===== config.mk =====
export PLATFORM = sky130hd
export DESIGN_NAME = multi_player_timer_flat
export DESIGN_NICKNAME = d
export VERILOG_FILES = /design/src/rtl/multi_player_timer_if.sv /design/src/rtl/multi_player_timer.sv /design/src/flat_wrapper.sv
export SDC_FILE = /design/constraint.sdc
export NUM_CORES = 1
export LEC_CHECK = 0
export BUFFER_PORTS_ARGS = -buffer_cell sky130_fd_sc_hd__buf_2
export CAP_MARGIN = 20
export CORE_MARGIN = 5
export CORE_UTILIZATION = 40
export CTS_CLUSTER_SIZE = 10
export DETAILED_ROUTE_END_ITERATION = 10
export PLACE_DENSITY = 0.53
export SYNTH_ARGS = -nofsm -noshare
export SYNTH_HDL_FRONTEND = slang
export SYNTH_SLANG_ARGS = --single-unit

===== constraint.sdc =====
create_clock -name clk -period 5 [get_ports clk]
set_input_delay 0.25 -clock clk [delete_from_list [all_inputs] [get_ports clk]]
set_output_delay 0.25 -clock clk [all_outputs]
set_load 0.01 [all_outputs]

===== src/rtl/multi_player_timer_if.sv =====
// multi_player_timer_if: control and display bundle between the game FSM,
// the multi-player timer and the FND display mux.
interface multi_player_timer_if #(
  parameter int NUM_PLAYERS = 2
);
  localparam int PW = (NUM_PLAYERS > 1) ? $clog2(NUM_PLAYERS) : 1;

  logic                   start;
  logic                   play_en;
  logic                   turn_next;
  logic                   game_final;
  logic                   restart;
  logic [PW-1:0]          player_id;
  logic [3:0]             sec0;
  logic [3:0]             sec1;
  logic [3:0]             min0;
  logic [3:0]             min1;
  logic [NUM_PLAYERS-1:0] time_over;
  logic                   game_end;
  logic                   tick;

  modport master (
    output start, play_en, turn_next, game_final, restart,
    input  player_id, sec0, sec1, min0, min1,
    input  time_over, game_end, tick
  );

  modport slave (
    input  start, play_en, turn_next, game_final, restart,
    output player_id, sec0, sec1, min0, min1,
    output time_over, game_end, tick
  );
endinterface


===== src/rtl/multi_player_timer.sv =====
// multi_player_timer: per-player mm:ss BCD chess clock with turn hand-over.
// Define TIMER_BONUS_EN to add BONUS_SEC to the outgoing clock on turn_next.
module multi_player_timer #(
  parameter int NUM_PLAYERS = 2,
  parameter int TICK_DIV    = 100_000_000,
  parameter int INIT_MIN    = 10,
  parameter int INIT_SEC    = 0,
  parameter int BONUS_SEC   = 5
) (
  input logic clk,
  input logic rst_n,
  multi_player_timer_if.slave bus
);
  localparam int PW = (NUM_PLAYERS > 1) ? $clog2(NUM_PLAYERS) : 1;
  localparam int CW = (TICK_DIV > 1) ? $clog2(TICK_DIV) : 1;
  localparam logic [CW-1:0] CNT_MAX = CW'(TICK_DIV - 1);
  localparam logic [15:0] INIT_BCD = {
    4'(INIT_MIN / 10), 4'(INIT_MIN % 10),
    4'(INIT_SEC / 10), 4'(INIT_SEC % 10)
  };

  localparam logic [1:0] S_INIT = 2'd0;
  localparam logic [1:0] S_STOP = 2'd1;
  localparam logic [1:0] S_RUN  = 2'd2;
  localparam logic [1:0] S_END  = 2'd3;

  if (INIT_MIN * 60 + INIT_SEC == 0 || BONUS_SEC > 59
      || TICK_DIV < 2) begin : g_bad_cfg
    $error("multi_player_timer: illegal parameter set");
  end

  logic [1:0]             state, state_nxt;
  logic [CW-1:0]          cnt, cnt_nxt;
  logic                   tick, tick_nxt;
  logic                   chk, chk_nxt;
  logic [PW-1:0]          pid, pid_nxt;
  logic [NUM_PLAYERS-1:0] tov, tov_nxt;
  logic [15:0]            ch [NUM_PLAYERS];
  logic [15:0]            ch_nxt [NUM_PLAYERS];
  logic [15:0]            dig;
  logic [15:0]            cur, upd;
  logic                   expire;

  function automatic logic [15:0] dec(input logic [15:0] v);
    logic [15:0] r;
    r = v;
    if (v[3:0] != 4'd0) r[3:0] = v[3:0] - 4'd1;
    else begin
      r[3:0] = 4'd9;
      if (v[7:4] != 4'd0) r[7:4] = v[7:4] - 4'd1;
      else begin
        r[7:4] = 4'd5;
        if (v[11:8] != 4'd0) r[11:8] = v[11:8] - 4'd1;
        else begin
          r[11:8]  = 4'd9;
          r[15:12] = v[15:12] - 4'd1;
        end
      end
    end
    return r;
  endfunction

  // First non-expired player after p, cyclically; p itself if none.
  function automatic logic [PW-1:0] nxt(
    input logic [PW-1:0] p,
    input logic [NUM_PLAYERS-1:0] x
  );
    logic [PW-1:0] r;
    logic          found;
    int            idx;
    r = p;
    found = 1'b0;
    for (int i = 1; i < NUM_PLAYERS; i++) begin
      idx = (int'(p) + i) % NUM_PLAYERS;
      if (!found && !x[idx]) begin
        r = PW'(idx);
        found = 1'b1;
      end
    end
    return r;
  endfunction

`ifdef TIMER_BONUS_EN
  function automatic logic [15:0] add_bonus(input logic [15:0] v);
    logic [6:0]  s, m;
    logic [15:0] r;
    s = 7'(v[7:4]) * 7'd10 + 7'(v[3:0]) + 7'(BONUS_SEC);
    m = 7'(v[15:12]) * 7'd10 + 7'(v[11:8]);
    if (s >= 7'd60) begin
      s = s - 7'd60;
      m = m + 7'd1;
    end
    r = {4'(m / 7'd10), 4'(m % 7'd10), 4'(s / 7'd10), 4'(s % 7'd10)};
    if (m > 7'd99) r = 16'h9959;
    return r;
  endfunction
`endif

  always_comb begin
    state_nxt = state;
    cnt_nxt   = cnt;
    tick_nxt  = 1'b0;
    chk_nxt   = 1'b0;
    pid_nxt   = pid;
    tov_nxt   = tov;
    for (int i = 0; i < NUM_PLAYERS; i++) ch_nxt[i] = ch[i];
    cur    = ch[pid];
    upd    = cur;
    expire = 1'b0;
    unique case (state)
      S_INIT: begin
        for (int i = 0; i < NUM_PLAYERS; i++) ch_nxt[i] = INIT_BCD;
        tov_nxt = '0;
        pid_nxt = '0;
        cnt_nxt = '0;
        if (bus.start) state_nxt = S_STOP;
      end
      S_END: begin
        if (bus.restart) begin
          for (int i = 0; i < NUM_PLAYERS; i++) ch_nxt[i] = INIT_BCD;
          tov_nxt   = '0;
          pid_nxt   = '0;
          cnt_nxt   = '0;
          state_nxt = S_INIT;
        end
      end
      S_STOP, S_RUN: begin
        if (state == S_RUN && bus.game_final) begin
          state_nxt = S_END;
        end else if (chk) begin
          // Cycle after an expiry: end the game or skip to a live player.
          if ($countones(~tov) <= 1) state_nxt = S_END;
          else begin
            pid_nxt = nxt(pid, tov);
            cnt_nxt = '0;
          end
        end else begin
          if (tick && !tov[pid]) begin
            upd    = dec(cur);
            expire = (cur == 16'h0001);
          end
          if (bus.play_en) begin
            if (cnt == CNT_MAX) begin
              cnt_nxt  = '0;
              tick_nxt = 1'b1;
            end else begin
              cnt_nxt = cnt + 1'b1;
            end
          end
          if (state == S_STOP) begin
            if (bus.play_en) state_nxt = S_RUN;
          end else if (expire) begin
            tov_nxt[pid] = 1'b1;
            chk_nxt      = 1'b1;
          end else if (bus.turn_next) begin
`ifdef TIMER_BONUS_EN
            upd = add_bonus(upd);
`endif
            pid_nxt  = nxt(pid, tov);
            cnt_nxt  = '0;
            tick_nxt = 1'b0;
          end else if (!bus.play_en) begin
            state_nxt = S_STOP;
          end
          if (state == S_STOP && expire) begin
            tov_nxt[pid] = 1'b1;
            chk_nxt      = 1'b1;
          end
          ch_nxt[pid] = upd;
        end
      end
    endcase
  end

  always_ff @(posedge clk or negedge rst_n) begin
    if (!rst_n) begin
      state <= S_INIT;
      cnt   <= '0;
      tick  <= 1'b0;
      chk   <= 1'b0;
      pid   <= '0;
      tov   <= '0;
      dig   <= INIT_BCD;
      for (int i = 0; i < NUM_PLAYERS; i++) ch[i] <= INIT_BCD;
    end else begin
      state <= state_nxt;
      cnt   <= cnt_nxt;
      tick  <= tick_nxt;
      chk   <= chk_nxt;
      pid   <= pid_nxt;
      tov   <= tov_nxt;
      dig   <= ch_nxt[pid_nxt];
      for (int i = 0; i < NUM_PLAYERS; i++) ch[i] <= ch_nxt[i];
    end
  end

  assign bus.player_id = pid;
  assign bus.min1      = dig[15:12];
  assign bus.min0      = dig[11:8];
  assign bus.sec1      = dig[7:4];
  assign bus.sec0      = dig[3:0];
  assign bus.time_over = tov;
  assign bus.game_end  = (state == S_END);
  assign bus.tick      = tick;
endmodule


===== src/flat_wrapper.sv =====
// flat-port wrapper written by rule: the top's interface ports become plain ports
module multi_player_timer_flat 
#(
  parameter int NUM_PLAYERS = 2,
  parameter int TICK_DIV    = 100_000_000,
  parameter int INIT_MIN    = 10,
  parameter int INIT_SEC    = 0,
  parameter int BONUS_SEC   = 5
)
  (clk, rst_n, bus_start, bus_play_en, bus_turn_next, bus_game_final, bus_restart, bus_player_id, bus_sec0, bus_sec1, bus_min0, bus_min1, bus_time_over, bus_game_end, bus_tick);
  multi_player_timer_if #(.NUM_PLAYERS(NUM_PLAYERS)) bus_i ();
  input logic clk;
  input logic rst_n;
  input wire logic [$bits(bus_i.start)-1:0] bus_start;
  input wire logic [$bits(bus_i.play_en)-1:0] bus_play_en;
  input wire logic [$bits(bus_i.turn_next)-1:0] bus_turn_next;
  input wire logic [$bits(bus_i.game_final)-1:0] bus_game_final;
  input wire logic [$bits(bus_i.restart)-1:0] bus_restart;
  output wire logic [$bits(bus_i.player_id)-1:0] bus_player_id;
  output wire logic [$bits(bus_i.sec0)-1:0] bus_sec0;
  output wire logic [$bits(bus_i.sec1)-1:0] bus_sec1;
  output wire logic [$bits(bus_i.min0)-1:0] bus_min0;
  output wire logic [$bits(bus_i.min1)-1:0] bus_min1;
  output wire logic [$bits(bus_i.time_over)-1:0] bus_time_over;
  output wire logic [$bits(bus_i.game_end)-1:0] bus_game_end;
  output wire logic [$bits(bus_i.tick)-1:0] bus_tick;
  assign bus_i.start = bus_start;
  assign bus_i.play_en = bus_play_en;
  assign bus_i.turn_next = bus_turn_next;
  assign bus_i.game_final = bus_game_final;
  assign bus_i.restart = bus_restart;
  assign bus_player_id = bus_i.player_id;
  assign bus_sec0 = bus_i.sec0;
  assign bus_sec1 = bus_i.sec1;
  assign bus_min0 = bus_i.min0;
  assign bus_min1 = bus_i.min1;
  assign bus_time_over = bus_i.time_over;
  assign bus_game_end = bus_i.game_end;
  assign bus_tick = bus_i.tick;
  multi_player_timer #(.NUM_PLAYERS(NUM_PLAYERS), .TICK_DIV(TICK_DIV), .INIT_MIN(INIT_MIN), .INIT_SEC(INIT_SEC), .BONUS_SEC(BONUS_SEC)) u_core (.clk(clk), .rst_n(rst_n), .bus(bus_i));
endmodule

==> Word level (Yosys, flattened, before mapping) <==
Cells that the tools add are included.
Widths: inputs -> output; s select.
{ "word_totals": {"latchBits": 0, "memories": 0, "rom_bits": 0, "wordCells": 145, "ff_bits": 82, "input_bits": 7, "mem_bits_rw": 0} }
{ "classes": {"n_eq_ne": 15, "bitwise_logic": 6, "magnitude_cmp": 7, "multipliers": 0, "div": 0, "n_mux": 87, "addsub": 7, "shift": 0, "reduce_logical": 14} }
{ "op_table": {"columns": ["op", "n"], "rows": [
  ["$mux 27", 9],
  ["$mux 16", 11],
  ["$mux 32", 3],
  ["$pmux 32 s3", 1],
  ["$pmux 27 s3", 1],
  ["$mux 2", 18],
  ["$bwmux 32", 1],
  ["$le 32x2->1 const B", 1],
  ["$mux 1", 32],
  ["$add 27x1->27 const B", 1],
  ["$eq 27x27->1 const B", 1],
  ["$demux 16 s1", 1],
  ["$eq 16x1->1 const B", 1],
  ["$mux 4", 4],
  ["$sub 4x1->4 const B", 4],
  ["$mux 12", 1],
  ["$pmux 2 s3", 2],
  ["$reduce_bool 4->1", 3],
  ["$ne 5x2->1 const B", 2],
  ["$ne 5x3->1 const B", 2],
  ["$mux 8", 1],
  ["$ne 2x2->1 const B", 4],
  ["$reduce_and 7->1", 1],
  ["$reduce_and 3->1", 2],
  ["21 further kinds", 29]
]} }

==> Logic depth before layout (Yosys ltp) <==
{ "logic_depth": {"word_depth": 19, "depth_mapped": 14, "depth_no_buf": 8} }

==> Worst setup path after synthesis <==
No wires, ideal clock.
{ "synth_timing": {"path_kind": "flip-flop to flip-flop", "startpoint": "register u_core.pid, in the netlist u_core.bus.player_id", "endpoint": "register u_core.dig[10]", "stages_incl_launch_ff": 13, "slack_ns": 1.346, "path_buffers": 5, "arrival_time_ns": 3.529, "required_ns": 4.875, "cell_sequence": "dfrtp_1 > buf_6 > buf_6 > clkbuf_1 > buf_2 > mux2i_1 > ha_1 > nor4bb_1 > o221ai_2 > o31a_1 > a32oi_4 > buf_12 > mux2_4"} }
{ "synth_via": {"elab_chain_cells": 19} }
{ "synth_rtl": {"columns": ["element", "line_no", "text"], "rows": [
  ["from (decl)", "multi_player_timer.sv:36", "logic [PW-1:0] pid, pid_nxt;"],
  ["from (signal assigned)", "multi_player_timer.sv:190", "pid <= pid_nxt;"],
  ["$not 1->2 (implied by the code)", "multi_player_timer.sv:107, multi_player_timer.sv:169", null],
  ["$mux 16 (implied by the code) (3 in series)", "multi_player_timer.sv:107", "cur = ch[pid];"],
  ["$sub 4x1->4 or $reduce_bool 4->1 (tied branches)", "multi_player_timer.sv:53", "if (v[11:8] != 4'd0) r[11:8] = v[11:8] - 4'd1;"],
  ["$mux 4", "multi_player_timer.sv:53", null],
  ["$mux 8", "multi_player_timer.sv:50", "if (v[7:4] != 4'd0) r[7:4] = v[7:4] - 4'd1;"],
  ["$mux 12", "multi_player_timer.sv:47", "if (v[3:0] != 4'd0) r[3:0] = v[3:0] - 4'd1;"],
  ["$mux 16", "multi_player_timer.sv:138", "if (tick && !tov[pid]) begin"],
  ["$mux 16", "multi_player_timer.sv:130", "end else if (chk) begin"],
  ["$mux 16", "multi_player_timer.sv:128", "if (state == S_RUN && bus.game_final) begin"],
  ["$mux 16", "multi_player_timer.sv:110", "unique case (state)"],
  ["$bwmux 32", "multi_player_timer.sv:169", "ch_nxt[pid] = upd;"],
  ["$mux 32", "multi_player_timer.sv:130", null],
  ["$mux 32", "multi_player_timer.sv:128", null],
  ["$pmux 32 s3", "multi_player_timer.sv:110", null],
  ["$mux 16 (implied by the code) * (3 in series)", "multi_player_timer.sv:192", "dig <= ch_nxt[pid_nxt];"],
  ["to (signal assigned)", "multi_player_timer.sv:192", null],
  ["to (decl)", "multi_player_timer.sv:40", "logic [15:0] dig;"]
]} }
Mark *: on every way between the ends. The rest lies on a longest branch, timed or not. The select of a mux whose other input is x is not followed.
A chain may end at the register's enable or synchronous reset.

==> Worst setup path in the final report <==
{ "layout_timing": {"startpoint": "register u_core.pid, in the netlist u_core.bus.player_id", "endpoint": "register u_core.dig[5]"} }
{ "layout_via": {"elab_chain_cells": 18} }
{ "layout_rtl": {"columns": ["element", "line_no"], "rows": [
  ["$not 1->2 (implied by the code)", "multi_player_timer.sv:107, multi_player_timer.sv:169"],
  ["$mux 16 (implied by the code) (3 in series)", "multi_player_timer.sv:107"],
  ["$sub 4x1->4, or another cell as far along", "multi_player_timer.sv:50"],
  ["$mux 4 or $mux 1 (tied branches)", "multi_player_timer.sv:50, multi_player_timer.sv:138"],
  ["$mux 12 or $mux 1 (tied branches)", "multi_player_timer.sv:47, multi_player_timer.sv:130"],
  ["$mux 16 or $mux 1 (tied branches)", "multi_player_timer.sv:138, multi_player_timer.sv:128"],
  ["$mux 16 or $mux 1 (tied branches)", "multi_player_timer.sv:130, multi_player_timer.sv:110"],
  ["$mux 16 or $mux 1 (tied branches)", "multi_player_timer.sv:128, multi_player_timer.sv:152"],
  ["$mux 16 or $mux 1 (tied branches)", "multi_player_timer.sv:110, multi_player_timer.sv:150"],
  ["$bwmux 32 or $mux 1 (tied branches)", "multi_player_timer.sv:169, multi_player_timer.sv:130"],
  ["$mux 32 or $mux 1 (tied branches)", "multi_player_timer.sv:130, multi_player_timer.sv:128"],
  ["$mux 32 or $pmux 1 s3 (tied branches)", "multi_player_timer.sv:128, multi_player_timer.sv:110"],
  ["$pmux 32 s3 or $not 1->2 (tied branches)", "multi_player_timer.sv:110, multi_player_timer.sv:192"],
  ["$mux 16 (implied by the code) * (3 in series)", "multi_player_timer.sv:192"]
]} }
Marks and branches as above.

==> results.sh <==
export IMPL_routabilityCongestion=0.9036
export IMPL_maxSlewViolCount=0
export IMPL_grt_max_degree=83
export IMPL_crit_chain="mux2i_1 -> ha_1 -> nor4bb_1 -> o221ai_2 -> o31a_1 -> a32oi_4 -> mux2_2"
export IMPL_vias=3906
export IMPL_core_region_area_sq_mm=0.01156
export IMPL_area_delta_synth_final_pct=12.66
export IMPL_synthesis_nets=519
export IMPL_root_buffer="clkbuf_16"
export IMPL_hold_class="input pin to register"
export IMPL_grt_total_usage=0.1757
export IMPL_design_die_area_sq_mm=0.01419
export IMPL_floorplan_rows=39
export IMPL_place_ws_ps=1372
export IMPL_io_pins=28
export IMPL_hold_ws_ps=313.7
export IMPL_async_flop_share=1.000
export IMPL_postPlaceCellArea_sq_mm=0.004980
export IMPL_fin_crit_ps=3611
export IMPL_max_stage_delay_ps=840
export IMPL_clockBufferDepth=2
export IMPL_final_cell_area_sq_mm=0.005365
export IMPL_netlist_area_sq_mm=0.004762
export IMPL_crit_type="register to register"
export IMPL_cts_tree="done"
export IMPL_via_per_inst=5.821
export IMPL_postSynthAreaPerCell_sq_um=9.524
export IMPL_period_share=0.7222
export IMPL_status="finished clean"
export IMPL_grt_pass1_wl_mm=20.21
export IMPL_synth_main_ff_cell="dfrtp_1"
export IMPL_layout_setup_ws_ps=1389
export IMPL_gr_total_overflow=0
export IMPL_numCtsBuffers=9
export IMPL_cp_slowest_cell="a32oi_4"
export IMPL_placement_io_buffers=27
export IMPL_layout_nets=542
export IMPL_finClkSkew_ps=8.195
export IMPL_tns_ps=0
export IMPL_num_fill_cells=1105
export IMPL_arrival_ps=3850
export IMPL_yosys_warnings=0
export IMPL_drt_iter0_drc=238
export IMPL_diodes=0
export IMPL_ant_nets=0
export IMPL_postSynthCellCount=500
export IMPL_htreeDepth=3
export IMPL_drive_above_1_share=0.1515
export IMPL_critical_path_top_delay_family="compound AO/OA/AOI/OAI gates"
export IMPL_cts_clk_slew_worst_paths_ps=60
export IMPL_setup_viol=0
export IMPL_grt_pass1_vias=3854
export IMPL_ys_seq_area_frac=0.4317
export IMPL_fmax_mhz=276.9
export IMPL_irDropWorstVdd_uv=264.6
export IMPL_maxCapViolations=0
export IMPL_synth_cell_types=64
export IMPL_dr_pass1_iters=4
export IMPL_required_ps=5240
export IMPL_worstSkewPairLatency_ps=350
export IMPL_p_per_area_mw_per_mm2=453.0
export IMPL_maxSlewHeadroom=0.3019
export IMPL_leakagePower_uw=0.002380
export IMPL_synth_edf_count=0
export IMPL_fp_dieW_microns=119.1
export IMPL_dieHeight_microns=119.1
export IMPL_final_cell_mix="dfrtp_1, nand2_1, o21ai_0"
export IMPL_clock_sinks=82
export IMPL_cp_end_kind="register"
export IMPL_rsz0062_at_grt="no"
export IMPL_drt_wl_total_mm=11.85
export IMPL_hold_viol_final=0
export IMPL_dp_hpwl_mm=7.928
export IMPL_worstSetupStartpointType="register"
export IMPL_ys_ff_latch=82
export IMPL_finalPower_uw=2431
export IMPL_path_buf_inv=0
export IMPL_antenna_found_initial=0
export IMPL_tightest_slew_ps=1043
export IMPL_final_common_cell="dfrtp_1"
export IMPL_start_util=0.4118
export IMPL_routedWlPerCell_microns=17.66
export IMPL_path_max_fanout=17
export IMPL_drc=0
==> cell usage after synthesis (all sizes together), types with 2 or more instances <==
library cell,n,share of area
dfstp,3,0.017
nand4,8,0.011
nor4b,3,0.0068
ha,12,0.032
a211o,4,0.0074
nor3b,9,0.014
o211ai,2,0.0032
o22a,3,0.0055
nor4,5,0.0066
a41oi,5,0.0092
nor2,27,0.021
and3,9,0.012
a32o,2,0.0042
nand2b,5,0.0066
and2,5,0.0066
nand2,55,0.043
a21oi,26,0.027
inv,15,0.012
a21o,3,0.0047
and4,4,0.0074
mux2i,20,0.042
or4,3,0.0047
o22ai,3,0.0053
nor2b,5,0.0066
a22o,6,0.011
o21ai,35,0.037
or3,6,0.0079
mux2,18,0.050
buf,9,0.015
o31ai,4,0.0063
or2,3,0.0039
nand3,32,0.034
clkbuf,11,0.0087
a31oi,12,0.016
o21bai,2,0.0032
xor2,2,0.0037
nor3,22,0.025
dfrtp,79,0.42
o21a,4,0.0063
==> repair_timing <==
action,in CTS,in global routing
resized for setup,0,0
hold buffers,0,1
endpoints found under the hold margin,0,37
buffers inserted,0,0
==> final timing paths <==
path / end / cells past startpoint / startpoint / slack, ps
max: u_core.dig[5] / 7 / u_core.bus.player_id / 1390
min: u_core.ch[12] / 3 / bus_restart / 310
max reg2reg: u_core.dig[5] / 7 / u_core.bus.player_id / 1390
min reg2reg: u_core.cnt[4] / 1 / u_core.cnt[4] / 520
max in group asynchronous: u_core.ch[28] / 3 / rst_n / 3920
min in group asynchronous: u_core.cnt[21] / 2 / rst_n / 430
==> per-layer routing <==
| layer | part of all wire | GRT usage | routed length, microns |
|---|---|---|---|
| met5 | 0 | 0 | 0 |
| met1 | 0.51 | 0.2600 | 6070 |
| met4 | 0.018 | 0.07241 | 213 |
| met2 | 0.43 | 0.2543 | 5144 |
| met3 | 0.036 | 0.02891 | 424 |
==> sequential cells by signal, indices dropped and copies added, names as in the netlist <==
register and count:
u_core.bus.player_id 1, u_core.bus.tick 1, u_core.bus.time_over 2, u_core.ch 32, u_core.chk 1, u_core.cnt 27, u_core.dig 16, u_core.state 2
==> worst register-to-register path, cell delays in order (launching register included) <==
cell	delay (ps)
dfrtp_1	440
mux2i_1	360
ha_1	240
nor4bb_1	460
o221ai_2	290
o31a_1	430
a32oi_4	840
mux2_2	420
==> cells by family (layout without fill, tap and decap cells) <==
logic type,count (synthesis),in the layout,share of synthesized area
xor gates and xnor gates,3,3,0.005519
buffers and inverters,35,63,0.03573
DFF,82,82,0.4317
adders and majority gates,12,12,0.03153
muxes,38,38,0.09170
AOI/OAI and AO/OA,123,123,0.1742
and+or+nand+nor,207,207,0.2296
==> where the power goes <==
group	switching (uW)	internal (uW)
clock	275	449
sequential	33.5	705
combinational	620	347
==> metrics by stage <==
step	instances	utilization
after floorplan	500	-
after global placement	652	0.4306
after detailed placement	652	0.4306
after CTS	668	0.4583
after global routing	671	0.4639
final	671	0.4639
==> layout make-up <==
| type | count | area (sq um) | share of cell area |
|---|---|---|---|
| flip-flops and latches | 82 | 2056 | 0.3832 |
| clock inverters | 5 | 77.57 | 0.01446 |
| multi-input cells | 383 | 2536 | 0.4727 |
| clock buffers | 11 | 242.7 | 0.04524 |
| repair buffers | 32 | 217.7 | 0.04058 |
| well taps | 143 | 178.9 | 0.03335 |
| inverters | 15 | 56.30 | 0.01049 |
(Power assumes the default switching activity.)
